File: src/rtl/muldiv_seq.sv
// Sequential 32-iteration multiplier/divider with MIPS-style HI/LO result pair.
// Signed operations run on magnitudes; the sign is restored in the FIX cycle.
module muldiv_seq #(
  parameter int unsigned DP_WIDTH = 32
) (
  input  logic                clk,
  input  logic                rst_n,
  input  logic                start,
  input  logic [1:0]          op,
  input  logic [DP_WIDTH-1:0] a,
  input  logic [DP_WIDTH-1:0] b,
  input  logic                flush,
  output logic                busy,
  output logic                done,
  output logic                div_by_zero,
  output logic [DP_WIDTH-1:0] hi,
  output logic [DP_WIDTH-1:0] lo
);

  localparam int unsigned W     = DP_WIDTH;
  localparam int unsigned CNT_W = 6;

  typedef enum logic [1:0] {IDLE, CALC, FIX} state_t;

  state_t           r_state;
  logic [1:0]       r_op;
  logic [W-1:0]     r_a;
  logic [W-1:0]     r_b;
  logic [W-1:0]     r_mag_b;
  logic [W-1:0]     r_acc;
  logic [W-1:0]     r_mq;
  logic [CNT_W-1:0] r_cnt;
  logic             r_sign_res;
  logic             r_sign_rem;
  logic             r_busy;
  logic             r_done;
  logic             r_dbz;
  logic [W-1:0]     r_hi;
  logic [W-1:0]     r_lo;

  // Operand magnitudes at acceptance (op[0] selects signed interpretation)
  logic [W-1:0] w_abs_a;
  logic [W-1:0] w_abs_b;
  assign w_abs_a = (op[0] && a[W-1]) ? W'(~a + 1'b1) : a;
  assign w_abs_b = (op[0] && b[W-1]) ? W'(~b + 1'b1) : b;

  // Multiply step: conditional add, then shift {carry, acc, mq} right by one
  logic [W:0] w_add;
  assign w_add = {1'b0, r_acc} + {1'b0, (r_mq[0] ? r_mag_b : W'(0))};

  // Divide step: shift next dividend bit into remainder, trial-subtract divisor.
  // Remainder stays below the divisor, so W+1 signed bits hold the difference.
  logic [W:0] w_shl;
  logic [W:0] w_sub;
  logic       w_qbit;
  assign w_shl  = {r_acc, r_mq[W-1]};
  assign w_sub  = w_shl - {1'b0, r_mag_b};
  assign w_qbit = ~w_sub[W];

  // Sign correction applied in FIX
  logic [2*W-1:0] w_prod;
  logic [2*W-1:0] w_prod_fix;
  logic [W-1:0]   w_quo_fix;
  logic [W-1:0]   w_rem_fix;
  logic           w_dbz;
  assign w_prod     = {r_acc, r_mq};
  assign w_prod_fix = r_sign_res ? (2*W)'(~w_prod + 1'b1) : w_prod;
  assign w_quo_fix  = r_sign_res ? W'(~r_mq + 1'b1) : r_mq;
  assign w_rem_fix  = r_sign_rem ? W'(~r_acc + 1'b1) : r_acc;
  assign w_dbz      = (r_b == W'(0));

  always_ff @(posedge clk) begin
    if (!rst_n) begin
      r_state    <= IDLE;
      r_op       <= 2'b00;
      r_a        <= W'(0);
      r_b        <= W'(0);
      r_mag_b    <= W'(0);
      r_acc      <= W'(0);
      r_mq       <= W'(0);
      r_cnt      <= CNT_W'(0);
      r_sign_res <= 1'b0;
      r_sign_rem <= 1'b0;
      r_busy     <= 1'b0;
      r_done     <= 1'b0;
      r_dbz      <= 1'b0;
      r_hi       <= W'(0);
      r_lo       <= W'(0);
    end else begin
      r_done <= 1'b0;
      r_dbz  <= 1'b0;
      case (r_state)
        IDLE: begin
          if (start && !flush) begin
            r_op       <= op;
            r_a        <= a;
            r_b        <= b;
            r_mag_b    <= w_abs_b;
            r_acc      <= W'(0);
            r_mq       <= w_abs_a;
            r_cnt      <= CNT_W'(0);
            r_sign_res <= op[0] & (a[W-1] ^ b[W-1]);
            r_sign_rem <= op[0] & a[W-1];
            r_busy     <= 1'b1;
            r_state    <= CALC;
          end
        end
        CALC: begin
          if (flush) begin
            r_busy  <= 1'b0;
            r_state <= IDLE;
          end else begin
            if (r_op[1]) begin
              r_acc <= w_qbit ? w_sub[W-1:0] : w_shl[W-1:0];
              r_mq  <= {r_mq[W-2:0], w_qbit};
            end else begin
              r_acc <= w_add[W:1];
              r_mq  <= {w_add[0], r_mq[W-1:1]};
            end
            r_cnt <= r_cnt + CNT_W'(1);
            if (r_cnt == CNT_W'(W - 1)) begin
              r_state <= FIX;
            end
          end
        end
        FIX: begin
          r_busy  <= 1'b0;
          r_state <= IDLE;
          if (!flush) begin
            r_done <= 1'b1;
            if (!r_op[1]) begin
              {r_hi, r_lo} <= w_prod_fix;
            end else if (w_dbz) begin
              r_hi  <= r_a;
              r_lo  <= {W{1'b1}};
              r_dbz <= 1'b1;
            end else begin
              r_hi <= w_rem_fix;
              r_lo <= w_quo_fix;
            end
          end
        end
        default: begin
          r_busy  <= 1'b0;
          r_state <= IDLE;
        end
      endcase
    end
  end

  assign busy        = r_busy;
  assign done        = r_done;
  assign div_by_zero = r_dbz;
  assign hi          = r_hi;
  assign lo          = r_lo;

endmodule

File: config.mk
export PLATFORM = sky130hd
export DESIGN_NAME = muldiv_seq
export DESIGN_NICKNAME = d
export VERILOG_FILES = /design/src/rtl/muldiv_seq.sv
export SDC_FILE = /design/constraint.sdc
export NUM_CORES = 1
export LEC_CHECK = 0
export ABC_AREA = 1
export CAP_MARGIN = 15
export CORE_ASPECT_RATIO = 1.2
export CORE_MARGIN = 5
export CORE_UTILIZATION = 45
export DETAILED_ROUTE_END_ITERATION = 8
export DONT_BUFFER_PORTS = 1
export PLACE_DENSITY = 0.69
export SYNTH_ARGS = -nofsm -noshare
export SYNTH_HDL_FRONTEND = slang
export SYNTH_SLANG_ARGS = --single-unit
export TNS_END_PERCENT = 5
File: constraint.sdc
create_clock -name clk -period 3.4 [get_ports clk]
set_clock_uncertainty 0.1 [all_clocks]
set_input_delay 0.17 -clock clk [delete_from_list [all_inputs] [get_ports clk]]
set_output_delay 0.17 -clock clk [all_outputs]
set_load 0.01 [all_outputs]
==> impl_metrics.yaml <==
clock_tree:
  cts_setup_buffers: 0
  numCtsBuffers: 29
  cts.path.max_buffers: 3
  clk_pin_slew_worst_paths_ns: 0.06
  htreeDepth: 1
  clock_latency_ns: 0.60
  cts_tree: "done"
  numClockSinks: 237
  root_buffer: "clkbuf_16"
timing:
  layout_min_cycle_time_ns: 3.35
  fmax_mhz: 298
  final_max_slew_viol_count: 0
  hold_viol: 0
  slew_headroom: 0.327
  holdWs_ns: 0.00779
  tightestPinTransition_ns: 1.01
  period_share: 0.986
  grt_setup_unrepaired: "yes"
  setup_violations: 0
synthesis:
  ys_async_sr_fraction: 0
  yosysTopAreaCell: "dfxtp_1"
  ys_top_cells_by_area: "dfxtp_1 25%, nand2_1 15%, inv_1 9.2%, nand3_1 7.2%, o21ai_0 7.0%"
  syn_inst: 3243
  synth_edf_count: 0
  syn_area_sq_um: 19100
  post_synth.cell_area_avg_sq_um: 5.90
  ys_seq_elements: 237
  ys.flop_type: "dfxtp_1"
  synth_nets: 3384
  synth_cell_types: 55
  synth_top_area_frac: 0.248
  yosysWarnings: 0
  ys_seq_area_frac: 0.248
worst_setup_path:
  crit_arrival_ns: 3.79
  cp-start-kind: "primary input"
  cp_slowest_cell: "dlygate4sd3_1"
  r2r_cells: 8
  path_max_fanout: 5
  crit_family: "buffers and inverters"
  r2r_setup_slack_ns: 0.17
  end_kind: "flip-flop"
  critPathKind: "in -> reg"
  crit_required_ns: 3.83
  cpPeakStageDelay_ns: 0.58
  r2r_start: "r_state[1]"
  timing.rr.end: "r_mag_b[13]"
  cp_num_buf_inv: 6
  crit_chain: "dlygate4sd3_1, inv_1, ha_1, inv_1, nor3_4, nand3_1, inv_1, nand3_2, nor2_2, a21oi_1, a21oi_1, nand2_1, nand3_1, dlygate4sd3_1, nand2_1, dlygate4sd3_1, nor2_1"
route:
  routed_wl_mm: 87.5
  dr_total_vias: 22400
  routed_via_density: 5.76
  drcViolationCount: 0
  wire_per_inst_um: 22.5
  firstDrtPassIters: 6
  ant_nets: 0
  drtIter0Drc: 1813
pwr:
  combPwrFrac: 0.248
  p_sw_frac: 0.349
  p_sw_mw: 2.94
  ir_drop_mv: 0.412
  clock_power_share: 0.396
  seq_power_share: 0.357
  p_int_mw: 5.49
  p_leak_nw: 10.2
  power_density_nw_per_um2: 385
min_path:
  hold_class: "in -> reg"
  whs_path_depth: 7
  hold_start: "a[11]"
  hold-path-endpoint: "r_mq[14]"
job:
  cap_violations: 0
place:
  gp_congestion: 1.06
  postPlaceCellArea_sq_um: 19900
  dp_hpwl_mm: 67.9
  io_buffers: 0
die:
  die_area_sq_um: 46700
  die_w_um: 198
  chipHeight_um: 236
  num_rows: 82
  core_sq_um: 41900
  start_util: 0.457
  ios: 137
global_route:
  track_usage: 0.363
  grt_overflow: 0
  grt_start_max_net_pins: 125
  grt_antenna_before_repair: 0
  grt_pass1_vias: 21900
  grt_pass1_wl_mm: 131
layout:
  fin_util: 0.523
  n_fill_cell: 4374
  layout-area-overhead-vs-synth_pct: 14.4
  final_nets: 3453
  fin_area_sq_um: 21900
  drive_gt1_frac: 0.0594
  n_antenna_cell: 0
status:
  outcome: "finished clean"
## worst max-delay path by stage
| stage | startpoint | end | slack (ns) | cells after the start |
|---|---|---|---|---|
| finish | b[0] | r_mag_b[30] | 0.05 | 17 |
| global route | b[1] | r_mag_b[30] | -0.11 | 17 |
| detailed placement | r_mq[31] | r_acc[25] | 0.38 | 18 |
| floorplan | r_mq[0] | r_acc[29] | 0.72 | 17 |
| CTS | b[0] | r_mag_b[30] | 0.09 | 17 |
| global placement | r_b[0] | hi[2] | 0.32 | 11 |
## sequential cells by signal, indices dropped and copies added (netlist names), 2 cells and up
name and count:
r_state 2, r_a 32, r_acc 32, r_mag_b 31, r_cnt 6, r_mq 32
hi 32, r_b 32, lo 32
## worst reg2reg max path, delay by kind of cell, from the launching register on
kind	cells	cell delay, ns
buffers and inverters	4	1.83
AOI/OAI and AO/OA	1	0.12
and+or+nand+nor	3	0.79
DFF	1	0.34
## cell usage in the layout, fill, tap and decap left out, types with 23 or more instances in the layout
cell type and instances:
a211oi_1 24, a21oi_1 262, a31oi_1 26, buf_4 72
clkbuf_16 29, dfxtp_1 235, dlygate4sd3_1 94, ha_1 69
inv_1 468, nand2_1 788, nand3_1 275, nand4_1 43
nor2_1 327, nor3_1 48, o21ai_0 267, o22ai_1 23
xor2_1 70
## final cells by class
class / instances / area, sq um / area share
multi-input cells: 2392 / 12000 / 0.551
well taps: 546 / 683 / 0.0312
clock buffers: 40 / 847 / 0.0387
flip-flops and latches: 237 / 4750 / 0.217
inverters: 480 / 1800 / 0.0823
repair buffers: 172 / 1590 / 0.0727
clock inverters: 13 / 163 / 0.00743
## cells by family after synthesis
family / share of synthesized area
AND/OR/NAND/NOR: 0.353
XOR/XNOR: 0.0357
adder cells (fa/ha/maj): 0.0472
AO/OA/AOI/OAI: 0.192
flip-flops: 0.248
buffers and inverters: 0.123
## repair_timing
item,4_1_cts,5_1_grt
setup endpoints to repair,0,4
endpoints found under the hold margin,202,0
gates resized for setup,0,4
hold buffers,95,0
## metal layers
metal,routed length (um),GRT usage,vias up
li1,-,-,10700
met4,9190,0.297,0
met5,0,0,-
met3,5230,0.0452,298
met2,41400,0.620,972
met1,31600,0.399,10400
## synthesized netlist by cell type, types with 3 or more instances
cell type    n
o21ai_1      8
nor4_1      13
xnor2_1      8
o21ai_0    268
inv_2        7
a21oi_1    262
dfxtp_1    237
nand4_1     43
nand2_4      6
clkbuf_1    97
or2_0        3
o21bai_1    10
a211oi_1    24
or2_2       10
buf_1       22
nor2_1     329
xor2_1      70
o211ai_1    16
a31oi_1     26
and2_1       5
nor3_1      49
o22ai_1     23
nand3_2      8
o221ai_1    11
o31ai_1      6
buf_2       10
inv_1      470
nand2_2     11
nand3_1    276
ha_1        69
nor2_2       8
buf_6        3
a21o_1       5
a41oi_1      3
clkinv_1     3
nand3b_1     9
nor3_2       4
nand2_1    788
## through the flow
step / cells / worst slack [ns] / setup TNS (ns) / total power, mW
2_1_floorplan: 3243 / 0.720 / 0 / 4.33
6_report: 3880 / 0.0472 / 0 / 8.42
4_1_cts: 3880 / 0.0921 / 0 / 8.38
3_5_place_dp: 3732 / 0.383 / 0 / 4.95
5_1_grt: 3880 / -0.115 / -0.115 / 8.75
3_3_place_gp: 3731 / 0.322 / 0 / 4.95
## power groups by stage
stage | Clock [mW] | Sequential (mW) | Combinational (mW)
after floorplan | 0 | 3.02 | 1.31
after global placement | 0 | 3.06 | 1.89
after detailed placement | 0 | 3.06 | 1.89
after CTS | 3.34 | 3.00 | 2.04
after global routing | 3.45 | 3.01 | 2.28
final | 3.33 | 3.01 | 2.09
Note: power is estimated with default switching activity, not from simulation.
